[src/rtl/lut_pkg.sv]
// Shared constants, FSM state encoding and count clamp for the branch-target table loader.
package lut_pkg;

    localparam int LUT_DEPTH = 32;
    localparam int TARGET_W  = 10;
    localparam int PTR_W     = 5;
    localparam int CNT_W     = 6;

    typedef enum logic [2:0] {
        IDLE = 3'd0,
        LO   = 3'd1,
        HI   = 3'd2,
        CHK  = 3'd3,
        DONE = 3'd4
    } lut_state_e;

    // Requests larger than the table are truncated to the table depth.
    function automatic logic [CNT_W-1:0] clamp_count(input logic [CNT_W-1:0] count);
        logic [CNT_W-1:0] n;
        if (count > 6'd32) begin
            n = 6'd32;
        end else begin
            n = count;
        end
        return n;
    endfunction

endpackage

[src/rtl/lut_regfile.sv]
// 32 x 10 branch-target storage: one synchronous write port, one asynchronous read port,
// cleared only by reset.
import lut_pkg::*;

module lut_regfile (
    input  logic                clk,
    input  logic                rst_n,
    input  logic                we,
    input  logic [PTR_W-1:0]    waddr,
    input  logic [TARGET_W-1:0] wdata,
    input  logic [PTR_W-1:0]    raddr,
    output logic [TARGET_W-1:0] rdata
);

    logic [TARGET_W-1:0] mem_r [LUT_DEPTH];

    // Storage array: cleared on reset, written one entry per accepted high byte.
    always_ff @(posedge clk or negedge rst_n) begin
        if (!rst_n) begin
            for (int i = 0; i < LUT_DEPTH; i++) begin
                mem_r[i] <= {TARGET_W{1'b0}};
            end
        end else if (we) begin
            mem_r[waddr] <= wdata;
        end
    end

    assign rdata = mem_r[raddr];

endmodule

[src/rtl/lut_loader.sv]
// Byte-stream loader for the writable branch-target table with a combinational read port.
// Optional trailing XOR checksum byte is enabled by defining LUT_LOADER_CHECKSUM_EN.
import lut_pkg::*;

module lut_loader (
    input  logic                Clk,
    input  logic                Reset_n,
    input  logic                Start,
    input  logic [CNT_W-1:0]    Count,
    input  logic [7:0]          Din,
    input  logic                DinValid,
    output logic                DinReady,
    input  logic [PTR_W-1:0]    addr,
    output logic [TARGET_W-1:0] Target,
    output logic                Busy,
    output logic                Done,
    output logic                Err
);

    lut_state_e         state_r;
    logic [CNT_W-1:0]   n_r;
    logic [CNT_W-1:0]   k_r;
    logic [CNT_W-1:0]   k_next_s;
    logic [7:0]         lo_r;
    logic               err_r;
    logic               we_s;
    logic [TARGET_W-1:0] wdata_s;
`ifdef LUT_LOADER_CHECKSUM_EN
    logic [7:0]         csum_r;
`endif

    assign k_next_s = k_r + 6'd1;
    assign we_s     = (state_r == HI) && DinValid;
    assign wdata_s  = {Din[1:0], lo_r};

    // Load sequencer: start handling, byte assembly, entry index, sticky error and checksum.
    always_ff @(posedge Clk or negedge Reset_n) begin
        if (!Reset_n) begin
            state_r <= IDLE;
            n_r     <= 6'd0;
            k_r     <= 6'd0;
            lo_r    <= 8'd0;
            err_r   <= 1'b0;
`ifdef LUT_LOADER_CHECKSUM_EN
            csum_r  <= 8'd0;
`endif
        end else begin
            case (state_r)
                IDLE, DONE: begin
                    if (Start) begin
                        n_r   <= clamp_count(Count);
                        k_r   <= 6'd0;
                        err_r <= 1'b0;
`ifdef LUT_LOADER_CHECKSUM_EN
                        csum_r <= 8'd0;
`endif
                        state_r <= (clamp_count(Count) == 6'd0) ? DONE : LO;
                    end
                end
                LO: begin
                    if (DinValid) begin
                        lo_r    <= Din;
`ifdef LUT_LOADER_CHECKSUM_EN
                        csum_r  <= csum_r ^ Din;
`endif
                        state_r <= HI;
                    end
                end
                HI: begin
                    if (DinValid) begin
                        // Upper six bits of the high byte must be zero; entry is still written masked.
                        if (Din[7:2] != 6'd0) begin
                            err_r <= 1'b1;
                        end
                        k_r <= k_next_s;
`ifdef LUT_LOADER_CHECKSUM_EN
                        csum_r <= csum_r ^ Din;
                        state_r <= (k_next_s == n_r) ? CHK : LO;
`else
                        state_r <= (k_next_s == n_r) ? DONE : LO;
`endif
                    end
                end
`ifdef LUT_LOADER_CHECKSUM_EN
                CHK: begin
                    if (DinValid) begin
                        if (Din != csum_r) begin
                            err_r <= 1'b1;
                        end
                        state_r <= DONE;
                    end
                end
`endif
                default: begin
                    state_r <= IDLE;
                end
            endcase
        end
    end

    assign DinReady = (state_r == LO) || (state_r == HI) || (state_r == CHK);
    assign Busy     = DinReady;
    assign Done     = (state_r == DONE);
    assign Err      = err_r;

    lut_regfile u_regfile (
        .clk   (Clk),
        .rst_n (Reset_n),
        .we    (we_s),
        .waddr (k_r[PTR_W-1:0]),
        .wdata (wdata_s),
        .raddr (addr),
        .rdata (Target)
    );

endmodule

[config.mk]
export PLATFORM = sky130hd
export DESIGN_NAME = lut_loader
export DESIGN_NICKNAME = d
export VERILOG_FILES = /design/src/rtl/lut_pkg.sv /design/src/rtl/lut_regfile.sv /design/src/rtl/lut_loader.sv
export SDC_FILE = /design/constraint.sdc
export NUM_CORES = 1
export LEC_CHECK = 0
export ABC_AREA = 1
export CAP_MARGIN = 25
export CORE_MARGIN = 2
export CORE_UTILIZATION = 30
export CTS_CLUSTER_DIAMETER = 50
export DETAILED_ROUTE_END_ITERATION = 6
export PLACE_DENSITY = 0.44
export RECOVER_POWER = 50
export SYNTH_ARGS = -nofsm -noshare
export SYNTH_HDL_FRONTEND = slang
export SYNTH_SLANG_ARGS = --single-unit
[constraint.sdc]
create_clock -name Clk -period 2.3 [get_ports Clk]
set_input_delay 0.46 -clock Clk [delete_from_list [all_inputs] [get_ports Clk]]
set_output_delay 0.46 -clock Clk [all_outputs]
set_load 0.01 [all_outputs]
=== Yosys cells after proc, flatten, opt, wreduce, memory -nomap -nowiden ===
Cells that the tools add are included.
Widths: inputs -> output; s select.

* Bits in registers: 344
* Latch bits: 0
* Memory bits (writable): 0
* ROM bits: 0
* Word-level logic and storage cells: 89
* Memories kept: 0

* Add/subtract/negate cells: 1
* Multiply operators: 0
* Divide/modulo/power cells: 0
* $lt $le $gt $ge: 4
* Equality and inequality tests: 9
* Shift-type cells: 0
* Muxes and demuxes: 22
* Bitwise logic cells: 2
* Reductions and logical operators: 14

{| class="wikitable"
|+ Operators with widths
! operator !! number
|-
| $bwmux 320 || 1
|-
| $bmux 10 s5 || 1
|-
| $demux 10 s5 || 1
|-
| $mux 10 || 3
|-
| $mux 6 || 5
|-
| $mux 3 || 5
|-
| $ge 6x6->1 const B || 2
|-
| $not 5->6 || 2
|-
| $pmux 6 s2 || 1
|-
| $pmux 3 s3 || 1
|-
| $add 6x1->6 const B || 1
|-
| $eq 3x2->1 const B || 2
|-
| $eq 6x6->1 || 1
|-
| $gt 6x6->1 const B || 1
|-
| $logic_not 6->1 || 1
|-
| $lt 6x1->1 const B || 1
|-
| $ne 2x2->1 const B || 3
|-
| $reduce_and 3->1 || 2
|-
| $reduce_bool 6->1 || 1
|-
| $reduce_and 2->1 || 2
|-
| $reduce_and 4->1 || 1
|-
| $eq 3x1->1 const B || 1
|-
| $eq 3x3->1 const B || 1
|-
| $logic_not 3->1 || 1
|-
| 7 further kinds || 11
|}

=== Longest topological paths before layout ===
Gate-level depths: netlist (run 1).

* Word-level depth: 8
* Depth in mapped cells: 13

=== By module ===
Synthesis (run 1) repeated with hierarchy kept, for this count alone.

* Cell total of the unflattened synthesis: 2,039
* Area total of the unflattened synthesis: 15,951.5 um2

{| class="wikitable"
|+ By module, submodules not included
! module !! instances !! cells an instance !! area each (um2) !! sequential area each (um2)
|-
| lut_regfile || 1 || 1,876 || 14,636.5 || 8,007.7
|-
| lut_loader || 1 || 163 || 1,315.0 || 600.6
|}

=== Least setup slack after synthesis (run 1) ===
Ideal clock, no wire load.

* Path kind: input -> output
* From: input port addr[0]
* To: output port Target[0]
* Arrival time: 1.504 ns
* Data required time: 1.840 ns
* Slack: 0.336 ns
* Stages on the path: 10
* Path buffers: 3
* Cell sequence: buf_4 -> buf_2 -> buf_4 -> o21a_1 -> o21ai_0 -> o211ai_1 -> nand3_1 -> nand2_1 -> nand2_1 -> nand2_1

* Longest elaborated chain between the ends: 4

{| class="wikitable"
|+ Ends and longest elaborated chain
! element !! RTL line !! text
|-
| start, declared || lut_loader.sv:13 || <nowiki>input logic [PTR_W-1:0] addr,</nowiki>
|-
| $not 5->6 (implied by the code) || lut_regfile.sv:28 || <nowiki>assign rdata = mem_r[raddr];</nowiki>
|-
| $bmux 10 s5 || lut_regfile.sv:28 ||
|-
| $mux 10 (implied by the code) (2 in series) || lut_regfile.sv:28 ||
|-
| end, declared || lut_loader.sv:14 || <nowiki>output logic [TARGET_W-1:0] Target,</nowiki>
|}

Every way passes these cells. The select of a mux whose other input is x is not followed.

=== Worst setup path in the final report (run 1) ===
* From: input port addr[0]
* To: output port Target[5]

The elaborated chain is that of the path after synthesis.

==> report_table.html, run 1 <==
<table>
<tr><th>Metric</th><th>Value</th></tr>
<tr><th colspan="2">Global routing</th></tr>
<tr><td>Initial antenna violation count</td><td>0</td></tr>
<tr><td>Maximum number of pins on one net before global-route repair</td><td>61</td></tr>
<tr><td>GRT overflow</td><td>0</td></tr>
<tr><td>Vias in the first global route</td><td>13,340</td></tr>
<tr><td>First-pass GRT wire length</td><td>81.61 mm</td></tr>
<tr><td>Global-route usage over all layers</td><td>0.1960</td></tr>
<tr><th colspan="2">Drt</th></tr>
<tr><td>Routed wire per std cell</td><td>a little under 20 um</td></tr>
<tr><td>Number of vias per cell after detailed routing</td><td>4.995</td></tr>
<tr><td>Number of routed nets with antenna violations</td><td>0</td></tr>
<tr><td>Wire length reported by the detailed router</td><td>a little over 50 mm</td></tr>
<tr><td>Total via count in the routed design</td><td>13,180</td></tr>
<tr><td>DRC violations left</td><td>0</td></tr>
<tr><td>Pre-Repair DR Iteration Count</td><td>5</td></tr>
<tr><td>Initial DRC count</td><td>992</td></tr>
<tr><th colspan="2">Hold path</th></tr>
<tr><td>Hold Path Class</td><td>register to register</td></tr>
<tr><td>Critical hold path startpoint</td><td>u_regfile.mem_r[91]</td></tr>
<tr><td>End point of the worst hold path</td><td>u_regfile.mem_r[91]</td></tr>
<tr><td>Hold Path Depth</td><td>2</td></tr>
<tr><th colspan="2">Clock tree</th></tr>
<tr><td>Clock transition at the registers of the reported paths</td><td>0.05 ns</td></tr>
<tr><td>Total clock sinks</td><td>344</td></tr>
<tr><td>H-tree depth</td><td>2</td></tr>
<tr><td>CTS Root Cell</td><td>clkbuf_16</td></tr>
<tr><td>Clock network latency to the later pin of the worst-skew pair</td><td>about 0.57 ns</td></tr>
<tr><td>Clock tree from TritonCTS</td><td>built</td></tr>
<tr><td>Total CTS buffers</td><td>46</td></tr>
<tr><td>Maximum root-to-sink buffer count</td><td>3</td></tr>
<tr><th colspan="2">Placement</th></tr>
<tr><td>Global placement routability congestion</td><td>0.7736</td></tr>
<tr><td>Placed cell count</td><td>~2,500</td></tr>
<tr><td>Count of port buffers added during placement</td><td>36</td></tr>
<tr><td>Detail Placement HPWL</td><td>31.43 mm</td></tr>
<tr><th colspan="2">Cells and area</th></tr>
<tr><td>Most common cell after layout, fill and taps aside</td><td>nand2_1</td></tr>
<tr><td>Number of diodes added for antenna fixing</td><td>0</td></tr>
<tr><td>Synthesis-to-layout area growth</td><td>25.67%</td></tr>
<tr><td>Final net count</td><td>1,946</td></tr>
<tr><td>Highest-count cells in the layout ignoring fill and taps</td><td>nand2_1 (421), o21ai_0 (351), dfrtp_1 (344)</td></tr>
<tr><td>Post-layout instance count excluding filler cells</td><td>around 2,600</td></tr>
<tr><td>Share of final-layout standard cells stronger than drive strength 1</td><td>0.1600</td></tr>
<tr><th colspan="2">Floorplanning</th></tr>
<tr><td># rows</td><td>84</td></tr>
<tr><td>Core area</td><td>0.05255 sq mm</td></tr>
<tr><td>Starting utilization of the core area</td><td>0.3035</td></tr>
<tr><td>Number of primary I/O pins</td><td>37</td></tr>
<tr><td>Die height</td><td>234.6 um</td></tr>
<tr><td>Area of the die</td><td>0.05503 sq mm</td></tr>
<tr><td>Die width</td><td>234.6 um</td></tr>
<tr><th colspan="2">Worst setup path</th></tr>
<tr><td>Worst endpoint data arrival time</td><td>1.90 ns</td></tr>
<tr><td>Master of the slowest instance on the critical path</td><td>buf_4</td></tr>
<tr><td>Largest driver fanout on the critical path</td><td>8</td></tr>
<tr><td>Critical path's largest stage delay</td><td>0.16 ns</td></tr>
<tr><td>Critical path cell sequence</td><td>buf_16 &gt; buf_12 &gt; buf_4 &gt; buf_4 &gt; o21ai_2 &gt; o221ai_2 &gt; buf_4 &gt; nand3_2 &gt; nand2_2 &gt; nand2_1 &gt; nand2_1 &gt; buf_2</td></tr>
<tr><td>R2R cell count</td><td>13</td></tr>
<tr><td>Destination of the worst register-to-register timing path</td><td>state_r[0]</td></tr>
<tr><td>Launching element type of the critical path</td><td>input port</td></tr>
<tr><td>Required arrival time at the worst endpoint</td><td>between 1.5 and 2 ns</td></tr>
<tr><td>Startpoint-to-endpoint class of the critical path</td><td>input port to output pin</td></tr>
<tr><td>Launch point of the worst reg-to-reg path</td><td>k_r[0]</td></tr>
<tr><td>Cell occurring most often along the worst timing path</td><td>buf_4</td></tr>
<tr><td>Endpoint class of the critical path</td><td>output pin</td></tr>
<tr><td>Buffers &amp; Inverters on Critical Path</td><td>6</td></tr>
<tr><td>Largest delay contributor family on the critical path</td><td>buffers and inverters</td></tr>
<tr><td>Worst reg2reg setup slack</td><td>0.49 ns</td></tr>
<tr><th colspan="2">Logic synthesis</th></tr>
<tr><td>Fraction of the yosys area taken by sequential cells</td><td>0.5397</td></tr>
<tr><td>Warnings from Yosys</td><td>0</td></tr>
<tr><td>Area share of the largest cell type after synthesis</td><td>0.5397</td></tr>
<tr><td>Leading cell types by total area after synthesis</td><td>dfrtp_1 (54%), o21ai_0 (12%), nand2_1 (10%)</td></tr>
<tr><td>Distinct cell type count after synthesis</td><td>32</td></tr>
<tr><td>Post-synthesis cell count</td><td>1,846</td></tr>
<tr><td>Number of storage elements in the synthesis netlist</td><td>344</td></tr>
<tr><td>Post-Synthesis Cell Area</td><td>between 0.015 and 0.02 sq mm</td></tr>
<tr><td>Syn_area_per_cell</td><td>between 8 and 9 sq um</td></tr>
<tr><td>Leading area contributor after synthesis</td><td>dfrtp_1</td></tr>
<tr><td>Net count after synthesis</td><td>1,873</td></tr>
<tr><th colspan="2">Timing</th></tr>
<tr><td>Ratio of final minimum period to clock period</td><td>1.027</td></tr>
<tr><td>Final max-slew violation count</td><td>47</td></tr>
<tr><td>Setup repair after global routing missed its margin</td><td>true</td></tr>
<tr><td>Transition time at the pin with the least slew margin</td><td>1.620 ns</td></tr>
<tr><td>Clock Skew</td><td>0.01528 ns</td></tr>
<tr><td>Worst setup margin</td><td>-0.06242 ns</td></tr>
<tr><td>Final period demand of the worst path</td><td>2.362 ns</td></tr>
<tr><td>Worst slew slack as a fraction of its limit</td><td>-0.07989</td></tr>
<tr><td>Maximum frequency from static timing analysis</td><td>423.3 MHz</td></tr>
<tr><td>Final-report hold violation count</td><td>0</td></tr>
<tr><td>Final setup violation count</td><td>8</td></tr>
<tr><th colspan="2">Pwr</th></tr>
<tr><td>Worst-case vdd ir drop</td><td>between 800 and 900 uV</td></tr>
<tr><td>Total power after layout</td><td>17.72 mW</td></tr>
<tr><td>Cell area power density</td><td>approximately 900 mW/mm^2</td></tr>
<tr><td>Static Leakage</td><td>between 9 and 10 nW</td></tr>
<tr><th colspan="2">Flow run</th></tr>
<tr><td>Max-cap violations</td><td>1</td></tr>
<tr><th colspan="2">Run status</th></tr>
<tr><td>Outcome</td><td>finished with violations</td></tr>
<tr><td>Violated checks</td><td>capacitance limit, slew limit, setup timing</td></tr>
</table>
==> what timing repair did <==
item                                   CTS  global route
setup endpoints to repair               13            10
endpoints found under the hold margin   43             0
hold buffers                             1             0
buffers inserted                        22             4
resized for setup                      145            30
gates cloned                             7             0
pin swaps                               49            33
==> layer usage <==
layer,vias up,routed length [um],global-route usage
li1,6387,-,-
met1,6478,24650,0.2690
met2,249,24010,0.3174
met3,63,1900,0.02822
met4,0,1411,0.06564
met5,-,0,0
==> flip-flops by register name (all words and copies together) (netlist names) <==
name and count:
u_regfile.mem_r 320, Err 1, k_r 6, lo_r 8
state_r 3, n_r 6
==> worst reg2reg max path, cell delays in order (launching register included) <==
cell and delay, ns:
dfrtp_1 0.50, inv_1 0.13, ha_1 0.31, inv_1 0.06, nand2_1 0.05, nand2_1 0.04
nor2_1 0.13, nand3_1 0.09, nor2_1 0.10, nand3_1 0.08, nand2_1 0.06, nand2_1 0.04
nand2_1 0.05, nand2_1 0.05
==> Yosys cell counts (all sizes together) <==
cell type,instances
o21a,30
or2,1
nand2,445
nand3b,1
ha,4
o22ai,3
inv,46
o21bai,81
clkbuf,93
o211ai,30
dfrtp,344
buf,72
nor3,4
o221ai,50
a21oi,7
o21ai,415
nor4,2
clkinv,1
nand4,5
nand3,56
nor2,156
==> through the flow <==
stage | hold WS, ns | worst slack, ns | setup TNS (ns) | instance area, sq um | utilization
5_1_grt | 0.4986 | -0.1466 | -3.503 | 20050 | 0.3815
2_1_floorplan | 0.1644 | 0.3361 | 0 | 15950 | -
3_3_place_gp | 0.4416 | -0.6935 | -6.308 | 17770 | 0.3381
3_5_place_dp | 0.4397 | -0.6534 | -6.057 | 17770 | 0.3381
6_report | 0.4782 | -0.06242 | -0.3002 | 20050 | 0.3815
4_1_cts | 0.4164 | -0.09299 | -0.5429 | 20040 | 0.3813
==> cell families (layout without fill, tap and decap cells) <==
kind of cell,Yosys count,after routing,synth area share
AO/OA/AOI/OAI,616,616,0.2274
adder cells (fa/ha/maj),4,4,0.003138
buffers and inverters,212,316,0.05860
flip-flops,344,344,0.5397
AND/OR/NAND/NOR,670,670,0.1712
==> layout make-up <==
class | instances | area (sq um)
multi-input cells | 1290 | 6684
fillers | 5419 | 32500
well taps | 688 | 860.8
repair buffers | 190 | 2172
flip-flops and latches | 344 | 8608
clock buffers | 65 | 1344
inverters | 47 | 207.7
clock inverters | 14 | 168.9
==> worst max-delay path by stage <==
stage	depth (start not counted)	startpoint	end	slack, ns
floorplan	10	addr[0]	Target[0]	0.34
global placement	11	addr[0]	Target[4]	-0.69
detailed placement	11	addr[0]	Target[7]	-0.65
CTS	7	u_regfile.mem_r[140]	Target[0]	-0.09
global route	12	addr[0]	Target[5]	-0.15
finish	12	addr[0]	Target[5]	-0.06
==> power by group <==
part	internal, mW	total (mW)	switching [mW]
registers	6.68	7.04	0.361
logic	1.16	3.53	2.37
clock network	4.39	7.15	2.76
total	12.2	17.7	5.49
(Power assumes the default switching activity.)
==> run 2: changes to the inputs <==
Settings changed: SYNTH_HIERARCHICAL from default to 1.
==> report_table.html, run 2 <==
<table>
<tr><th>Metric</th><th>Value</th></tr>
<tr><th colspan="2">Logic synthesis</th></tr>
<tr><td>Net count after synthesis</td><td>2,063 (+10%)</td></tr>
<tr><td>Warnings from Yosys</td><td>6 (+6)</td></tr>
<tr><td>Fraction of the yosys area taken by sequential cells</td><td>0.5397 (about the same)</td></tr>
<tr><td>Leading cell types by total area after synthesis</td><td>dfrtp_1 (54%), nand2_1 (19%), o21ai_0 (9.4%)</td></tr>
<tr><td>Distinct cell type count after synthesis</td><td>28 (-13%)</td></tr>
<tr><td>Async set-or-reset flop fraction in the synthesized netlist</td><td>1.000 (unchanged)</td></tr>
<tr><td>Syn_area_per_cell</td><td>7.823 sq um (-9.5%)</td></tr>
<tr><td>Leading area contributor after synthesis</td><td>dfrtp_1</td></tr>
<tr><td>Post-Synthesis Cell Area</td><td>0.01595 sq mm (about the same)</td></tr>
<tr><td>Most used flip-flop cell after synthesis</td><td>dfrtp_1</td></tr>
<tr><td>Ranking of synthesized cells by instance count</td><td>nand2_1 (819), dfrtp_1 (344), o21ai_0 (299)</td></tr>
<tr><td>Number of storage elements in the synthesis netlist</td><td>344 (unchanged)</td></tr>
<tr><td>Area share of the largest cell type after synthesis</td><td>0.5397 (about the same)</td></tr>
<tr><td>Post-synthesis cell count</td><td>2,039 (+10%)</td></tr>
<tr><td>Most frequent cell after synthesis</td><td>nand2_1</td></tr>
<tr><td>Number of synthesized flops with an enable pin</td><td>0 (unchanged)</td></tr>
<tr><th colspan="2">Timing</th></tr>
<tr><td>Final setup violation count</td><td>0 (-8)</td></tr>
<tr><td>Final max-slew violation count</td><td>47 (unchanged)</td></tr>
<tr><td>Clock Skew</td><td>0.01780 ns (+0.002527 ns)</td></tr>
<tr><td>Setup repair after global routing missed its margin</td><td>true</td></tr>
<tr><td>Transition time at the pin with the least slew margin</td><td>1.586 ns (-0.03357 ns)</td></tr>
<tr><td>Worst setup margin</td><td>0.05595 ns (+0.1184 ns)</td></tr>
<tr><td>Ratio of final minimum period to clock period</td><td>0.9757 (-0.05147)</td></tr>
<tr><td>WHS</td><td>0.4750 ns (-0.003242 ns)</td></tr>
<tr><td>Setup TNS</td><td>0 ns (+0.3002 ns)</td></tr>
<tr><td>Maximum frequency from static timing analysis</td><td>445.6 MHz (+5.3%)</td></tr>
<tr><td>Final-report hold violation count</td><td>0 (unchanged)</td></tr>
<tr><td>Final period demand of the worst path</td><td>2.244 ns (-0.1184 ns)</td></tr>
<tr><td>Worst slew slack as a fraction of its limit</td><td>-0.05751 (+0.02238)</td></tr>
<tr><th colspan="2">Drt</th></tr>
<tr><td>Routed wire per std cell</td><td>19.10 um (-3.0%)</td></tr>
<tr><td>Number of routed nets with antenna violations</td><td>0 (unchanged)</td></tr>
<tr><td>Initial DRC count</td><td>1,178 (+19%)</td></tr>
<tr><td>Wire length reported by the detailed router</td><td>54.67 mm (+5.2%)</td></tr>
<tr><td>Number of vias per cell after detailed routing</td><td>4.878 (-2.3%)</td></tr>
<tr><td>DRC violations left</td><td>0 (unchanged)</td></tr>
<tr><td>Total via count in the routed design</td><td>13,960 (+5.9%)</td></tr>
<tr><td>Pre-Repair DR Iteration Count</td><td>5 (unchanged)</td></tr>
<tr><th colspan="2">Pwr</th></tr>
<tr><td>Power share of the combinational group</td><td>0.192 (-0.007)</td></tr>
<tr><td>Fraction of power spent switching nets</td><td>0.3152 (+0.005189)</td></tr>
<tr><td>Cell area power density</td><td>855.1 mW/mm^2 (-3.3%)</td></tr>
<tr><td>Part of the power in registers</td><td>0.390 (-0.007)</td></tr>
<tr><td>Int Power</td><td>12.09 mW (-1.1%)</td></tr>
<tr><td>Switching power total</td><td>5.565 mW (+1.3%)</td></tr>
<tr><td>Clock share of power</td><td>0.418 (+0.015)</td></tr>
<tr><td>Static Leakage</td><td>9.460 nW (+4.1%)</td></tr>
<tr><td>Total power after layout</td><td>17.66 mW (-0.34%)</td></tr>
<tr><td>Worst-case vdd ir drop</td><td>424.1 uV (-47%)</td></tr>
<tr><th colspan="2">Placement</th></tr>
<tr><td>Global placement routability congestion</td><td>0.8238 (+6.5%)</td></tr>
<tr><td>Pre-CTS setup slack</td><td>-0.5373 ns (+0.1160 ns)</td></tr>
<tr><td>Detail Placement HPWL</td><td>33.98 mm (+8.1%)</td></tr>
<tr><td>Placed cell count</td><td>2,740 (+8.2%)</td></tr>
<tr><td>Placed cell area</td><td>0.01813 sq mm (+2.0%)</td></tr>
<tr><td>Count of port buffers added during placement</td><td>36 (unchanged)</td></tr>
<tr><th colspan="2">Worst setup path</th></tr>
<tr><td>Cell occurring most often along the worst timing path</td><td>nand2_2</td></tr>
<tr><td>Start point of the critical path</td><td>addr[2]</td></tr>
<tr><td>Critical path cell sequence</td><td>buf_2 &gt; buf_4 &gt; buf_4 &gt; nand3_2 &gt; nand2_2 &gt; nand2_2 &gt; nand2_1 &gt; nand2_1 &gt; nand2_2 &gt; buf_6</td></tr>
<tr><td>Endpoint class of the critical path</td><td>output pin</td></tr>
<tr><td>Launching element type of the critical path</td><td>input port</td></tr>
<tr><td>Startpoint-to-endpoint class of the critical path</td><td>input port to output pin</td></tr>
<tr><td>Critical path's largest stage delay</td><td>0.32 ns (+0.16 ns)</td></tr>
<tr><td>Launch point of the worst reg-to-reg path</td><td>state_r[0]</td></tr>
<tr><td>Master of the slowest instance on the critical path</td><td>buf_4</td></tr>
<tr><td>Worst endpoint data arrival time</td><td>1.78 ns (-0.12 ns)</td></tr>
<tr><td>Required arrival time at the worst endpoint</td><td>1.84 ns (about the same)</td></tr>
<tr><td>Largest driver fanout on the critical path</td><td>15 (+7)</td></tr>
<tr><th colspan="2">Hold path</th></tr>
<tr><td>Hold Path Class</td><td>input port to register</td></tr>
<tr><td>Critical hold path startpoint</td><td>Din[5]</td></tr>
<tr><th colspan="2">Global routing</th></tr>
<tr><td>Initial antenna violation count</td><td>0 (unchanged)</td></tr>
<tr><td>Vias in the first global route</td><td>13,640 (+2.3%)</td></tr>
<tr><td>Global-route usage over all layers</td><td>0.2038 (+0.007856)</td></tr>
<tr><td>GRT overflow</td><td>0 (unchanged)</td></tr>
<tr><td>Maximum number of pins on one net before global-route repair</td><td>65 (+6.6%)</td></tr>
<tr><td>First-pass GRT wire length</td><td>84.62 mm (+3.7%)</td></tr>
<tr><th colspan="2">Floorplanning</th></tr>
<tr><td># rows</td><td>84 (unchanged)</td></tr>
<tr><td>Die width</td><td>234.6 um (about the same)</td></tr>
<tr><td>Core area</td><td>0.05255 sq mm (unchanged)</td></tr>
<tr><td>Area of the die</td><td>0.05503 sq mm (about the same)</td></tr>
<tr><td>Number of primary I/O pins</td><td>37 (unchanged)</td></tr>
<tr><td>Die height</td><td>234.6 um (about the same)</td></tr>
<tr><td>Starting utilization of the core area</td><td>0.3035 (about the same)</td></tr>
<tr><th colspan="2">Clock tree</th></tr>
<tr><td>H-tree depth</td><td>2 (unchanged)</td></tr>
<tr><td>Clock network latency to the later pin of the worst-skew pair</td><td>0.60 ns (+0.03 ns)</td></tr>
<tr><td>CTS Root Cell</td><td>clkbuf_16</td></tr>
<tr><td>Maximum root-to-sink buffer count</td><td>3 (unchanged)</td></tr>
<tr><td>Clock tree from TritonCTS</td><td>built</td></tr>
<tr><td>Total clock sinks</td><td>344 (unchanged)</td></tr>
<tr><td>Clock transition at the registers of the reported paths</td><td>0.05 ns (about the same)</td></tr>
<tr><td>Total CTS buffers</td><td>47 (+2.2%)</td></tr>
<tr><th colspan="2">Cells and area</th></tr>
<tr><td>Storage element area</td><td>0.008610 sq mm (about the same)</td></tr>
<tr><td>Highest-count cells in the layout ignoring fill and taps</td><td>nand2_1 (774), dfrtp_1 (343), o21ai_0 (299)</td></tr>
<tr><td>Fill cell instance count of the final layout</td><td>5,394 (-0.46%)</td></tr>
<tr><td>Flip-flop count of the largest register after layout</td><td>320 (unchanged)</td></tr>
<tr><td>Most common cell after layout, fill and taps aside</td><td>nand2_1</td></tr>
<tr><td>Finished Core Util</td><td>0.3930 (+0.01155)</td></tr>
<tr><td>Synthesis-to-layout area growth</td><td>29.47%</td></tr>
<tr><td>Number of diodes added for antenna fixing</td><td>0 (unchanged)</td></tr>
<tr><td>Share of final-layout standard cells stronger than drive strength 1</td><td>0.1794 (+0.01939)</td></tr>
<tr><td>Final instance area</td><td>0.02065 sq mm (+3.0%)</td></tr>
<tr><td>Final net count</td><td>2,160 (+11%)</td></tr>
<tr><td>Post-layout instance count excluding filler cells</td><td>2,862 (+8.5%)</td></tr>
<tr><td>Combined area of the multi-input logic cells</td><td>0.006845 sq mm (+2.4%)</td></tr>
<tr><td>Register bank with the most flops</td><td>u_regfile/mem_r</td></tr>
<tr><td>Regs by FF count</td><td>u_regfile/mem_r: 320 flops, lo_r: 8 flops</td></tr>
<tr><th colspan="2">Run status</th></tr>
<tr><td>Outcome</td><td>finished with violations</td></tr>
<tr><td>Violated checks</td><td>capacitance limit, slew limit</td></tr>
<tr><th colspan="2">Flow run</th></tr>
<tr><td>Max-cap violations</td><td>1 (unchanged)</td></tr>
</table>
-- run 2: changes by cell type in the layout (fill, tap and decap cells not counted), sizes merged, moves of 15 or more --
cell,previous run,this run
o221ai,50,0
nand3,56,261
o21ai,415,316
o21a,30,0
buf,162,179
a21oi,7,22
o21bai,81,1
nand2,445,823
nor2,156,34
o211ai,30,0
-- run 2: metal layers --
metal	track usage	wire (um)	vias to the layer above
met2	0.3213	24980	282
met4	0.07547	1810	0
li1	-	-	6827
met3	0.02774	2170	95
met5	0	0	-
met1	0.2854	25700	6757
-- run 2: worst paths after layout --
kind / slack, ns / cells after the start / to
hold / removal: 0.47 / 3 / lo_r[5]
max in group asynchronous: 0.29 / 3 / u_regfile/mem_r[83]
hold reg to reg: 0.47 / 2 / u_regfile/mem_r[50]
setup / recovery: 0.06 / 10 / Target[1]
min in group asynchronous: 0.80 / 2 / state_r[2]
setup reg to reg: 0.27 / 10 / u_regfile/mem_r[203]
-- run 2: cell type report --
class                   count  share of cell area
repair buffers            210              0.1222
multi-input cells        1484              0.3315
inverters                  48             0.01036
flip-flops and latches    344              0.4169
repair inverters            1           0.0005453
well taps                 688             0.04168
clock buffers              62             0.06458
clock inverters            25             0.01230
-- run 2: what timing repair did --
item / 4_1_cts / 5_1_grt
cloned: 8 / 2
endpoints found under the setup margin: 13 / 12
hold buffers: 1 / 0
setup buffers: 13 / 12
resized for setup: 98 / 69
endpoints found under the hold margin: 39 / 0
pin swaps: 10 / 24
-- run 2: kinds of logic after synthesis --
kind of cell,synth area share
compound gates,0.1073
fa+ha+maj,0.0007842
buf+inv,0.05365
flops,0.5397
mux,0.005412
simple gates,0.2932
-- run 2: power by group through the flow --
stage          registers [mW]  logic (mW)  clock network [mW]
2_1_floorplan            6.88        1.75                   0
3_3_place_gp             6.97        3.20                   0
3_5_place_dp             6.97        3.22                   0
4_1_cts                  6.89        3.36                7.58
5_1_grt                  6.95        3.74                7.87
6_report                 6.89        3.39                7.39
-- run 2: worst max-delay path, delay by kind of cell --
family	cells	cell delay (ns)
buf+inv	4	0.77
simple gates	6	0.51
==> run 3: changes to the inputs <==
Settings changed: SYNTH_HIERARCHICAL 1 to default, TNS_END_PERCENT from default to 1.
==> report_table.html, run 3 (same netlist as run 1, synthesis figures left out) <==
<table>
<tr><th>Metric</th><th>Value</th></tr>
<tr><th colspan="2">Worst setup path</th></tr>
<tr><td>Worst endpoint data arrival time</td><td>1.92 ns (+0.14 ns)</td></tr>
<tr><td>Endpoint class of the critical path</td><td>output pin</td></tr>
<tr><td>Launching element type of the critical path</td><td>input port</td></tr>
<tr><td>Critical path's largest stage delay</td><td>0.18 ns (-0.14 ns)</td></tr>
<tr><td>Startpoint-to-endpoint class of the critical path</td><td>input port to output pin</td></tr>
<tr><td>Destination of the worst register-to-register timing path</td><td>u_regfile.mem_r[179]</td></tr>
<tr><td>Launch point of the worst reg-to-reg path</td><td>k_r[3]</td></tr>
<tr><td>Worst reg2reg setup slack</td><td>0.48 ns (+0.21 ns)</td></tr>
<tr><td>Largest driver fanout on the critical path</td><td>8 (-7)</td></tr>
<tr><td>Master of the slowest instance on the critical path</td><td>o221ai_1</td></tr>
<tr><td>R2R cell count</td><td>7 (-3)</td></tr>
<tr><td>Required arrival time at the worst endpoint</td><td>1.84 ns (about the same)</td></tr>
<tr><td>Critical path cell sequence</td><td>buf_16 &gt; clkinv_16 &gt; buf_12 &gt; buf_16 &gt; buf_4 &gt; o21bai_1 &gt; o221ai_1 &gt; nand3_1 &gt; nand2_1 &gt; nand2_1 &gt; nand2_4 &gt; buf_6</td></tr>
<tr><th colspan="2">Run status</th></tr>
<tr><td>Outcome</td><td>finished with violations</td></tr>
<tr><td>Violated checks</td><td>capacitance limit, slew limit, setup timing</td></tr>
<tr><th colspan="2">Floorplanning</th></tr>
<tr><td>Number of primary I/O pins</td><td>37 (unchanged)</td></tr>
<tr><td>Die width</td><td>234.6 um (about the same)</td></tr>
<tr><td>Area of the die</td><td>0.05503 sq mm (about the same)</td></tr>
<tr><td>Core area</td><td>0.05255 sq mm (unchanged)</td></tr>
<tr><td># rows</td><td>84 (unchanged)</td></tr>
<tr><td>Starting utilization of the core area</td><td>0.3035 (about the same)</td></tr>
<tr><td>Die height</td><td>234.6 um (about the same)</td></tr>
<tr><th colspan="2">Global routing</th></tr>
<tr><td>Maximum number of pins on one net before global-route repair</td><td>61 (-6.2%)</td></tr>
<tr><td>Global-route usage over all layers</td><td>0.1955 (-0.008326)</td></tr>
<tr><td>Vias in the first global route</td><td>13,330 (-2.3%)</td></tr>
<tr><td>First-pass GRT wire length</td><td>81.43 mm (-3.8%)</td></tr>
<tr><td>Initial antenna violation count</td><td>0 (unchanged)</td></tr>
<tr><td>GRT overflow</td><td>0 (unchanged)</td></tr>
<tr><th colspan="2">Clock tree</th></tr>
<tr><td>Clock tree from TritonCTS</td><td>built</td></tr>
<tr><td>Total CTS buffers</td><td>46 (-2.1%)</td></tr>
<tr><td>Total clock sinks</td><td>344 (unchanged)</td></tr>
<tr><td>Clock network latency to the later pin of the worst-skew pair</td><td>0.57 ns (-0.03 ns)</td></tr>
<tr><td>Maximum root-to-sink buffer count</td><td>3 (unchanged)</td></tr>
<tr><td>CTS Root Cell</td><td>clkbuf_16</td></tr>
<tr><td>Clock transition at the registers of the reported paths</td><td>0.06 ns (about the same)</td></tr>
<tr><td>H-tree depth</td><td>2 (unchanged)</td></tr>
<tr><th colspan="2">Pwr</th></tr>
<tr><td>Cell area power density</td><td>885.6 mW/mm^2 (+3.6%)</td></tr>
<tr><td>Worst-case vdd ir drop</td><td>803.5 uV (+89%)</td></tr>
<tr><td>Static Leakage</td><td>9.071 nW (-4.1%)</td></tr>
<tr><th colspan="2">Drt</th></tr>
<tr><td>Initial DRC count</td><td>1,035 (-12%)</td></tr>
<tr><td>Number of routed nets with antenna violations</td><td>0 (unchanged)</td></tr>
<tr><td>Wire length reported by the detailed router</td><td>51.86 mm (-5.1%)</td></tr>
<tr><td>Number of vias per cell after detailed routing</td><td>5.006 (+2.6%)</td></tr>
<tr><td>Pre-Repair DR Iteration Count</td><td>5 (unchanged)</td></tr>
<tr><td>Total via count in the routed design</td><td>13,200 (-5.5%)</td></tr>
<tr><td>DRC violations left</td><td>0 (unchanged)</td></tr>
<tr><td>Routed wire per std cell</td><td>19.67 um (+3.0%)</td></tr>
<tr><th colspan="2">Timing</th></tr>
<tr><td>Maximum frequency from static timing analysis</td><td>419.4 MHz (-5.9%)</td></tr>
<tr><td>Setup TNS</td><td>-0.5017 ns (-0.5017 ns)</td></tr>
<tr><td>Worst slew slack as a fraction of its limit</td><td>-0.04658 (+0.01093)</td></tr>
<tr><td>Final-report hold violation count</td><td>0 (unchanged)</td></tr>
<tr><td>Ratio of final minimum period to clock period</td><td>1.037 (+0.06091)</td></tr>
<tr><td>Setup repair after global routing missed its margin</td><td>true</td></tr>
<tr><td>Clock Skew</td><td>0.01682 ns (-0.0009853 ns)</td></tr>
<tr><td>Worst setup margin</td><td>-0.08414 ns (-0.1401 ns)</td></tr>
<tr><td>Final setup violation count</td><td>10 (+10)</td></tr>
<tr><td>Transition time at the pin with the least slew margin</td><td>1.570 ns (-0.01639 ns)</td></tr>
<tr><td>Final period demand of the worst path</td><td>2.384 ns (+0.1401 ns)</td></tr>
<tr><td>Final max-slew violation count</td><td>48 (+2.1%)</td></tr>
<tr><th colspan="2">Placement</th></tr>
<tr><td>Placed cell area</td><td>0.01777 sq mm (-2.0%)</td></tr>
<tr><td>Global placement routability congestion</td><td>0.7736 (-6.1%)</td></tr>
<tr><td>Count of port buffers added during placement</td><td>36 (unchanged)</td></tr>
<tr><td>Detail Placement HPWL</td><td>31.43 mm (-7.5%)</td></tr>
<tr><th colspan="2">Cells and area</th></tr>
<tr><td>Synthesis-to-layout area growth</td><td>25.24%</td></tr>
<tr><td>Most common cell after layout, fill and taps aside</td><td>nand2_1</td></tr>
<tr><td>Flip-flop count of the largest register after layout</td><td>320 (unchanged)</td></tr>
<tr><td>Final net count</td><td>1,944 (-10%)</td></tr>
<tr><td>Share of final-layout standard cells stronger than drive strength 1</td><td>0.1555 (-0.02385)</td></tr>
<tr><td>Regs by FF count</td><td>u_regfile.mem_r: 320 flops, lo_r: 8 flops</td></tr>
<tr><td>Register bank with the most flops</td><td>u_regfile.mem_r</td></tr>
<tr><td>Highest-count cells in the layout ignoring fill and taps</td><td>nand2_1 (421), o21ai_0 (357), dfrtp_1 (344)</td></tr>
<tr><td>Final instance area</td><td>0.01998 sq mm (-3.3%)</td></tr>
<tr><td>Number of diodes added for antenna fixing</td><td>0 (unchanged)</td></tr>
<tr><th colspan="2">Hold path</th></tr>
<tr><td>Hold Path Depth</td><td>2 (-1)</td></tr>
<tr><td>Critical hold path startpoint</td><td>u_regfile.mem_r[290]</td></tr>
<tr><td>End point of the worst hold path</td><td>u_regfile.mem_r[290]</td></tr>
<tr><td>Hold Path Class</td><td>register to register</td></tr>
<tr><th colspan="2">Flow run</th></tr>
<tr><td>Max-cap violations</td><td>1 (unchanged)</td></tr>
</table>
-- run 3: cell types whose count changed in the layout (fill, tap and decap cells not counted), moves of 28 or more --
cell      before  now
nand2_1      774  421
nand3_1      213   44
nor2_1        29  148
o21bai_1       1   80
o21ai_0      299  357
nand3_2       48    8
o221ai_1       0   39
o21ai_1       17   55
o211ai_1       0   30
o21a_1         0   30
nand2_2       48   20
-- run 3: worst max-delay path, delay by kind of cell --
family,cells,cell delay (ns)
buffers and inverters,6,0.78
AND/OR/NAND/NOR,4,0.34
AO/OA/AOI/OAI,2,0.32
-- run 3: power breakdown --
part,switching (mW),internal [mW],total [mW]
Clock,2.75,4.39,7.14
Combinational,2.36,1.15,3.51
Sequential,0.358,6.68,7.04
-- run 3: per-layer routing --
metal | routed length [um] | vias to the layer above | global-route usage
met5 | 0 | - | 0
met4 | 1446 | 0 | 0.06486
met3 | 1808 | 67 | 0.02737
met2 | 23840 | 255 | 0.3165
met1 | 24770 | 6494 | 0.2692
li1 | - | 6379 | -
-- run 3: worst max path at each step --
stage / from / to / slack [ns] / depth (start not counted)
2_1_floorplan: addr[0] / Target[0] / 0.34 / 10
3_3_place_gp: addr[0] / Target[4] / -0.69 / 11
3_5_place_dp: addr[0] / Target[7] / -0.65 / 11
4_1_cts: u_regfile.mem_r[140] / Target[0] / -0.09 / 7
5_1_grt: addr[0] / Target[8] / -0.14 / 11
6_report: addr[0] / Target[7] / -0.08 / 12
-- run 3: per-stage QoR --
stage	cells	hold WS (ns)	setup WS [ns]	total power, mW	util
2_1_floorplan	1846	0.1644	0.3361	8.936	-
3_3_place_gp	2532	0.4416	-0.6935	10.46	0.3381
3_5_place_dp	2532	0.4397	-0.6534	10.50	0.3381
4_1_cts	2636	0.4164	-0.09299	17.93	0.3795
5_1_grt	2636	0.4986	-0.1400	18.59	0.3801
6_report	2636	0.4769	-0.08414	17.69	0.3801
-- run 3: layout make-up --
cell class,instances,area (sq um)
clock buffer,65,1344
fill,5419,32580
multi-input combinational,1290,6649
timing repair buffer,188,2137
inverter,47,207.7
tap,688,860.8
sequential,344,8608
clock inverter,14,168.9
-- run 3: repair_timing --
action                                 in CTS  in global routing
pin swaps                                  36                 26
gates cloned                                7                  0
setup endpoints to repair                  13                 10
hold buffers                                1                  0
buffers inserted                           19                  2
gates resized for setup                   125                 29
endpoints found under the hold margin      43                  0
